[src/rtl/sram_arb_pkg.sv]
// Shared types for the ibus/dbus SRAM arbiter: FSM state, grant owner and
// the latched request record.
package sram_arb_pkg;

    typedef enum logic [1:0] {
        IDLE = 2'd0,
        BUSY = 2'd1,
        DONE = 2'd2
    } arb_state_t;

    typedef enum logic [1:0] {
        GNT_NONE = 2'd0,
        GNT_IBUS = 2'd1,
        GNT_DBUS = 2'd2
    } arb_gnt_t;

    typedef struct packed {
        logic [31:0] addr;
        logic [3:0]  byteenable;
        logic        read;
        logic        write;
        logic [31:0] wrdata;
    } bus_req_t;

    localparam bus_req_t REQ_NONE = '0;

    function automatic logic is_requesting(input logic rd, input logic wr);
        return rd | wr;
    endfunction

endpackage

[src/rtl/sram_wait_counter.sv]
// Down-counter that times the SRAM wait cycles: loads on access start,
// decrements while enabled and saturates at zero.
module sram_wait_counter #(
    parameter int CNT_W = 4
) (
    input  logic             clk,
    input  logic             rst_n,
    input  logic             i_load,
    input  logic [CNT_W-1:0] i_load_val,
    input  logic             i_dec,
    output logic             o_zero
);

    logic [CNT_W-1:0] r_count;

    always_ff @(posedge clk or negedge rst_n) begin
        if (!rst_n) begin
            r_count <= '0;
        end else if (i_load) begin
            r_count <= i_load_val;
        end else if (i_dec && (r_count != '0)) begin
            r_count <= r_count - 1'b1;
        end
    end

    assign o_zero = (r_count == '0);

endmodule

[src/rtl/sram_bus_arbiter.sv]
// Shares one single-ported SRAM between the naive_mips ibus and dbus with
// fixed dbus priority, a fixed wait-cycle access and registered read data.
module sram_bus_arbiter
    import sram_arb_pkg::*;
#(
    parameter int WAIT_CYCLES = 2,
    parameter int CNT_W       = 4
) (
    input  logic        clk,
    input  logic        rst_n,
    input  logic [31:0] ibus_address,
    input  logic [3:0]  ibus_byteenable,
    input  logic        ibus_read,
    input  logic        ibus_write,
    input  logic [31:0] ibus_wrdata,
    output logic [31:0] ibus_rddata,
    output logic        ibus_stall,
    input  logic [31:0] dbus_address,
    input  logic [3:0]  dbus_byteenable,
    input  logic        dbus_read,
    input  logic        dbus_write,
    input  logic [31:0] dbus_wrdata,
    output logic [31:0] dbus_rddata,
    output logic        dbus_stall,
    output logic [29:0] mem_address,
    output logic [3:0]  mem_byteenable,
    output logic        mem_read,
    output logic        mem_write,
    output logic [31:0] mem_wrdata,
    input  logic [31:0] mem_rddata,
    output arb_state_t  o_dbg_state
);

    localparam logic [CNT_W-1:0] LOAD_VAL = CNT_W'(WAIT_CYCLES - 1);

    arb_state_t  r_state, w_state_nxt;
    arb_gnt_t    r_gnt, w_gnt_nxt;
    bus_req_t    r_req, w_req_nxt;
    logic [31:0] r_rd;

    logic        w_ireq, w_dreq;
    bus_req_t    w_ibus_req, w_dbus_req;
    logic        w_load, w_cnt_zero;
    logic        w_unused_addr_lsb;

    assign w_ireq = is_requesting(ibus_read, ibus_write);
    assign w_dreq = is_requesting(dbus_read, dbus_write);

    assign w_ibus_req = '{addr: ibus_address, byteenable: ibus_byteenable,
                          read: ibus_read, write: ibus_write, wrdata: ibus_wrdata};
    assign w_dbus_req = '{addr: dbus_address, byteenable: dbus_byteenable,
                          read: dbus_read, write: dbus_write, wrdata: dbus_wrdata};

    always_ff @(posedge clk or negedge rst_n) begin
        if (!rst_n) begin
            r_state <= IDLE;
            r_gnt   <= GNT_NONE;
            r_req   <= REQ_NONE;
        end else begin
            r_state <= w_state_nxt;
            r_gnt   <= w_gnt_nxt;
            r_req   <= w_req_nxt;
        end
    end

    // DONE hands the SRAM straight to the other bus, never back to the completing one.
    always_comb begin
        w_state_nxt = r_state;
        w_gnt_nxt   = r_gnt;
        w_req_nxt   = r_req;
        case (r_state)
            IDLE: begin
                if (w_dreq) begin
                    w_state_nxt = BUSY;
                    w_gnt_nxt   = GNT_DBUS;
                    w_req_nxt   = w_dbus_req;
                end else if (w_ireq) begin
                    w_state_nxt = BUSY;
                    w_gnt_nxt   = GNT_IBUS;
                    w_req_nxt   = w_ibus_req;
                end else begin
                    w_gnt_nxt   = GNT_NONE;
                end
            end
            BUSY: begin
                if (w_cnt_zero) begin
                    w_state_nxt = DONE;
                end
            end
            DONE: begin
                if ((r_gnt == GNT_DBUS) && w_ireq) begin
                    w_state_nxt = BUSY;
                    w_gnt_nxt   = GNT_IBUS;
                    w_req_nxt   = w_ibus_req;
                end else if ((r_gnt == GNT_IBUS) && w_dreq) begin
                    w_state_nxt = BUSY;
                    w_gnt_nxt   = GNT_DBUS;
                    w_req_nxt   = w_dbus_req;
                end else begin
                    w_state_nxt = IDLE;
                    w_gnt_nxt   = GNT_NONE;
                end
            end
            default: begin
                w_state_nxt = IDLE;
                w_gnt_nxt   = GNT_NONE;
            end
        endcase
    end

    always_comb begin
        mem_read   = (r_state == BUSY) && r_req.read && !r_req.write;
        mem_write  = (r_state == BUSY) && r_req.write;
        ibus_stall = w_ireq && !((r_state == DONE) && (r_gnt == GNT_IBUS));
        dbus_stall = w_dreq && !((r_state == DONE) && (r_gnt == GNT_DBUS));
    end

    assign w_load = (w_state_nxt == BUSY) && (r_state != BUSY);

    sram_wait_counter #(
        .CNT_W(CNT_W)
    ) u_wait_counter (
        .clk        (clk),
        .rst_n      (rst_n),
        .i_load     (w_load),
        .i_load_val (LOAD_VAL),
        .i_dec      (r_state == BUSY),
        .o_zero     (w_cnt_zero)
    );

    // Capture on the last wait cycle; a write (including read+write) keeps the old data.
    always_ff @(posedge clk or negedge rst_n) begin
        if (!rst_n) begin
            r_rd <= '0;
        end else if ((r_state == BUSY) && w_cnt_zero && r_req.read && !r_req.write) begin
            r_rd <= mem_rddata;
        end
    end

    assign mem_address       = r_req.addr[31:2];
    assign mem_byteenable    = r_req.byteenable;
    assign mem_wrdata        = r_req.wrdata;
    assign ibus_rddata       = r_rd;
    assign dbus_rddata       = r_rd;
    assign o_dbg_state       = r_state;
    assign w_unused_addr_lsb = ^r_req.addr[1:0];

endmodule

[config.mk]
export PLATFORM = sky130hd
export DESIGN_NAME = sram_bus_arbiter
export DESIGN_NICKNAME = d
export VERILOG_FILES = /design/src/rtl/sram_arb_pkg.sv /design/src/rtl/sram_wait_counter.sv /design/src/rtl/sram_bus_arbiter.sv
export SDC_FILE = /design/constraint.sdc
export NUM_CORES = 1
export LEC_CHECK = 0
export CAP_MARGIN = 15
export CORE_MARGIN = 4
export CORE_UTILIZATION = 35
export DETAILED_ROUTE_END_ITERATION = 10
export HOLD_SLACK_MARGIN = 0.15
export PLACE_DENSITY_LB_ADDON = 0.05
export SETUP_SLACK_MARGIN = 0.02
export SLEW_MARGIN = 10
export SYNTH_ARGS = -nofsm -noshare
export SYNTH_HDL_FRONTEND = slang
export SYNTH_HIERARCHICAL = 1
export SYNTH_SLANG_ARGS = --single-unit
[constraint.sdc]
create_clock -name clk -period 4.3 [get_ports clk]
set_input_delay 0.645 -clock clk [delete_from_list [all_inputs] [get_ports clk]]
set_output_delay 0.645 -clock clk [all_outputs]
set_load 0.01 [all_outputs]
* Word level (Yosys, flattened, before mapping)
Index checks and enable logic that the tools add are counted.
W data, S select, Z words.
** Word-level totals
- Output and inout bits :: 136
- Bits in latches :: 0
- Bits of input ports :: 174
- Logic and storage cells :: 61
- Register bits after elaboration :: 110
- Bits in writable memories :: 0
- Memories kept :: 0
- Memory bits (read-only) :: 0
** Operators by class
- Equal/unequal tests :: 8
- Reductions and logical operators :: 23
- Mux-type cells :: 18
- Add/sub/neg operators :: 1
- Order comparisons :: 0
- Bitwise operators :: 2
- Shift operators :: 0
- Multiply operators :: 0
- Div/mod/pow operators :: 0
** Operator list (number)
- $mux W70 :: 4
- $pmux W70 S2 :: 1
- $logic_and A1 B1 Y1 :: 14
- $mux W2 :: 6
- $pmux W2 S3 :: 2
- $mux W4 :: 2
- $eq A2 B1 Y1 const B :: 3
- $ne A3 B3 Y1 const B :: 2
- $eq A2 B2 Y1 const B :: 2
- $logic_not A4 Y1 :: 1
- $reduce_bool A2 Y1 :: 2
- $reduce_bool A4 Y1 :: 1
- $sub A4 B1 Y4 const B :: 1
- $logic_not A1 Y1 :: 3
- $mux W1 :: 3
- $reduce_and A3 Y1 :: 1
- $logic_not A2 Y1 :: 1
- $ne A2 B1 Y1 const B :: 1
- $or A1 B1 Y1 :: 2

* Logic depth before layout (Yosys ltp)
- Word-level depth :: 8
- Mapped depth :: 9
- Gate-level depth less buffers :: 7

* Hierarchy
Netlist, hierarchy kept.
** By module, submodules not included
- sram_bus_arbiter :: area each 5733.0 µm², cells an instance 422, instances 1, seq. area each 2602.5 µm²
- sram_wait_counter :: area each 252.7 µm², cells an instance 27, instances 1, seq. area each 100.1 µm²

* Worst setup path before layout
Ideal clock, no wire load.
- Path kind :: input to register
- Start :: input port ibus_read
- End :: register u_wait_counter.r_count[3]
- Stages :: 7
- Setup time :: 126 ps
- Slack :: 2117 ps
- Required time :: 4174 ps
- Arrival time :: 2056 ps
- Buffers on the path :: 2
- Cells stage by stage :: nor2_1 > a21o_1 > a21oi_1 > buf_2 > buf_1 > nor3_1 > a221o_1
** On the way
- Cells in the longest elaborated chain, start to end :: 7
- Elaborated cells between the ends (all ways) :: 10
- Classes of those cells :: eq/ne: 1; mux: 5; bitwise: 1; reduce/logical: 3
** RTL lines
- from (decl) :: line sram_bus_arbiter.sv:13 : input logic ibus_read,
- $or A1 B1 Y1 (*) :: line sram_arb_pkg.sv:28 : return rd | wr;
- $mux W2 / $logic_and A1 B1 Y1 (equally long branches) :: line sram_bus_arbiter.sv:77, sram_bus_arbiter.sv:91
- $mux W2 / $mux W1 (equally long branches) :: line sram_bus_arbiter.sv:73, sram_bus_arbiter.sv:91
- $pmux W2 S3 (*) :: line sram_bus_arbiter.sv:71 : case (r_state)
- $eq A2 B1 Y1 (*) :: line sram_bus_arbiter.sv:118 : assign w_load = (w_state_nxt == BUSY) && (r_state != BUSY);
- $logic_and A1 B1 Y1 (*) :: line sram_bus_arbiter.sv:118
- named net w_load :: line sram_bus_arbiter.sv:43 : logic w_load, w_cnt_zero;
- $mux W4 / $reduce_bool A2 Y1 (equally long branches)
- to (signal assigned) :: line sram_wait_counter.sv:20 : r_count <= i_load_val;
- to (signal assigned) :: line sram_wait_counter.sv:22 : r_count <= r_count - 1'b1;
- to (decl) :: line sram_wait_counter.sv:14 : logic [CNT_W-1:0] r_count;
The timed path passes the listed nets; every way through them passes the cells marked *.
A chain may end at the register's enable or synchronous reset.

* Final worst setup path
- Start :: input port ibus_read
- End :: output port ibus_stall
** On the way
- Cells in the longest elaborated chain, start to end :: 2
** RTL lines
- $or A1 B1 Y1 :: line sram_arb_pkg.sv:28
- $logic_and A1 B1 Y1 :: line sram_bus_arbiter.sv:114 : ibus_stall = w_ireq && !((r_state == DONE) && (r_gnt == GNT_IBUS));
- to (decl) :: line sram_bus_arbiter.sv:17 : output logic ibus_stall,
Every way passes these cells.

==> reports/summary.txt <==
Drt pass-1 iters - 4
Number of global-route vias before repair - 4302
Leak - 3.62 nW
PortBufs - 305
Fmax - 0.367 GHz
Setup TNS - 0 ns
Reg-to-Reg End - mem_wrdata[26]
Part of the power in registers - 33.6%
DRC viols - 0
IO Pins - 310
Setup Buffers After CTS - 0
CTS Buf Count - 9
Worst rel slew slack - 54.6%
Clock Tree Root - clkbuf_16
Status - completed
Largest delay share family, worst path - buffers and inverters
Hold WC Path Type - input port to async pin
Slowest cell on crit path - clkdlybuf4s50_1
Initial antenna violation count - 0
Primary FF master, synth - dfrtp_1
CTS tree - done
CP Cell Sequence - clkdlybuf4s50_1, nor2_1, a21oi_1, clkdlybuf4s50_1
Hold Fails Final Rpt - 0
Total GRT Usage - 15.2%
Data arrival time of the critical path - 2.08 ns
CP Launch Type - input port
Die Wd - 139 µm
Final Critical Period - 2.73 ns
Core area - 16600 µm²
Yosys reg bits - 108
Crit path top cell by count - clkdlybuf4s50_1
Max clock buf depth - 2
Synthesized instance count - 449
Max cap viols - 0
RSZ-0062 raised after global routing - no
First-pass GRT wire length - 23.4 mm
Comb pwr share - 51.7%
Setup-failing EPs final - 0
Count of non-filler cells in the finished layout - 881
DR vias - 3966
Post-synth EDFFs - 0
Switching part of the total - 32.0%
Clock Latency Late Sink - 0.36 ns
Initial Util - 36.0%
Crit-path max cell delay - 0.52 ns
Clk pwr share - 14.8%
Syn avg cell area - 13.3 µm²
PwrDens - 614 nW/µm²
Hold_buf cts - 0
RR Startpoint - o_dbg_state[0]
N_diodes - 0
GRT overflow - 0
Period Utilization, post-route - 63.4%
Setup Skew - 0.00660 ns
Die Area - 19300 µm²
Routed wire length per instance - 16.9 µm
Vias per cell - 4.50
Pin count of the biggest net entering global routing - 51
Yosys warns - 6
FF-to-FF path depth - 5
Post-route design area - 8780 µm²
Element type at the critical path end - primary output
Crit path max fanout - 5
Cell Area, Placed - 8500 µm²
Gp weighted congestion - 0.754
Synth cell types - 40
Dpl hpwl - 11.6 mm
Synth-to-Final Area Change - 46.6%
CTS Sinks - 108
Die H - 139 µm
Syn Std Cell Area - 5990 µm²
Number of gates resized after CTS - 0
Setup slack, reg-to-reg - 1.89 ns
Nets - 831
Pins Over Slew Limit - 0
Internal - 3.66 mW
Max rail drop VDD - 0.275 mV
Async set-or-reset flop fraction in the synthesized netlist - 100%
# fillers - 1435
DRT antenna net count - 0
Cells after DPL - 865
Routed WL - 14.9 mm
Worst-path clk slew - 0.08 ns
Worst Tran Pin Value - 0.681 ns
Initial DRC Count - 74
Kind of critical path - input port to primary output
H-tree depth - 3
Crit path buf inv count - 2
P_sw - 1.72 mW
Required @ worst endpoint - 3.65 ns
Seq/Total Area, Yosys - 45.2%
Layout cells sized above 1 - 25.4%
Row count - 47
==> area by class of cell <==
cell class	instances	area (µm²)	area share [%]
Timing Repair Buffer	312	3100	35.4
Multi-Input combinational cell	221	2400	27.4
Sequential cell	108	2700	30.8
Tap cell	220	275	3.14
Clock buffer	10	229	2.61
Clock inverter	6	48.8	0.556
Inverter	4	15.0	0.171
==> cells by family (layout without fill, tap and decap cells) <==
kind of cell	after synthesis	after routing	synth area share, %
AOI/OAI and AO/OA	23	23	2.59
DFF	108	108	45.2
buffers and inverters	122	332	15.1
other	2	4	0.125
adders and majority gates	1	1	0.209
and+or+nand+nor	27	27	3.05
muxes	166	166	33.7
==> stage by stage <==
step / setup slack, ns / util, % / hold WS, ns / power, mW
after floorplan: 2.12 / - / 0.349 / 3.66
after global placement: 1.33 / 51.1 / 0.489 / 4.62
after detailed placement: 1.30 / 51.1 / 0.494 / 4.67
after CTS: 1.58 / 52.7 / 0.338 / 5.50
after global routing: 1.51 / 52.7 / 0.366 / 5.73
final: 1.57 / 52.7 / 0.314 / 5.39
==> synthesized netlist by cell type, drive strengths merged, types with 2 or more instances <==
master | n | area (µm²)
and2 | 2 | 12.5
a21oi | 7 | 35.0
conb | 2 | 7.51
nor2 | 4 | 15.0
a22o | 2 | 17.5
inv | 4 | 15.0
dfrtp | 108 | 2700
nor3b | 2 | 15.0
mux2 | 166 | 2020
nand2 | 4 | 15.0
nor3 | 2 | 10.0
o21ai | 6 | 30.0
buf | 118 | 891
nand2b | 3 | 18.8
==> power by group through the flow <==
stage | clock network, mW | logic (mW) | registers, mW
6_report | 0.795 | 2.78 | 1.81
5_1_grt | 0.880 | 2.97 | 1.88
4_1_cts | 0.836 | 2.84 | 1.82
3_5_place_dp | 0 | 2.84 | 1.83
3_3_place_gp | 0 | 2.82 | 1.80
2_1_floorplan | 0 | 1.85 | 1.81
==> sequential cells by signal, summed over array words and instances, names as in the netlist <==
| register | cells |
|---|---|
| dbus_rddata | 32 |
| mem_address | 30 |
| mem_byteenable | 4 |
| mem_wrdata | 32 |
| o_dbg_state | 2 |
| r_gnt | 2 |
| r_req | 2 |
| u_wait_counter/r_count | 4 |
==> cells in the final DEF (no fill, tap or decap), drive strengths merged, types with 2 or more instances in the layout <==
cell           Yosys  layout
dfrtp            108     108
clkinvlp           0       3
and2               2       2
inv                4       6
a22o               2       2
conb               2       4
mux2             166     166
a21oi              7       7
nor3               2       2
buf              118       8
o21ai              6       6
nand2b             3       3
nor3b              2       2
nand2              4       4
clkdlybuf4s50      0     304
nor2               4       4
clkbuf             0      10
==> worst max-delay path by stage <==
stage / startpoint / slack (ns) / endpoint / depth (start not counted)
floorplan: ibus_read / 2.12 / u_wait_counter/r_count[3] / 7
global placement: dbus_write / 1.33 / mem_address[0] / 6
detailed placement: dbus_write / 1.30 / mem_address[0] / 6
CTS: ibus_read / 1.58 / ibus_stall / 4
global route: ibus_read / 1.51 / ibus_stall / 4
finish: ibus_read / 1.57 / ibus_stall / 4
==> metal layers <==
layer	share of wire, %	GRT usage, %	vias to the layer above	routed length (µm)
met5	0	0	-	0
met4	1.1	3.35	0	164
met3	10	7.66	12	1560
met2	50	26.7	194	7490
met1	38	16.6	1885	5720
li1	-	-	1875	-
Note: power is estimated with default switching activity, not from simulation.
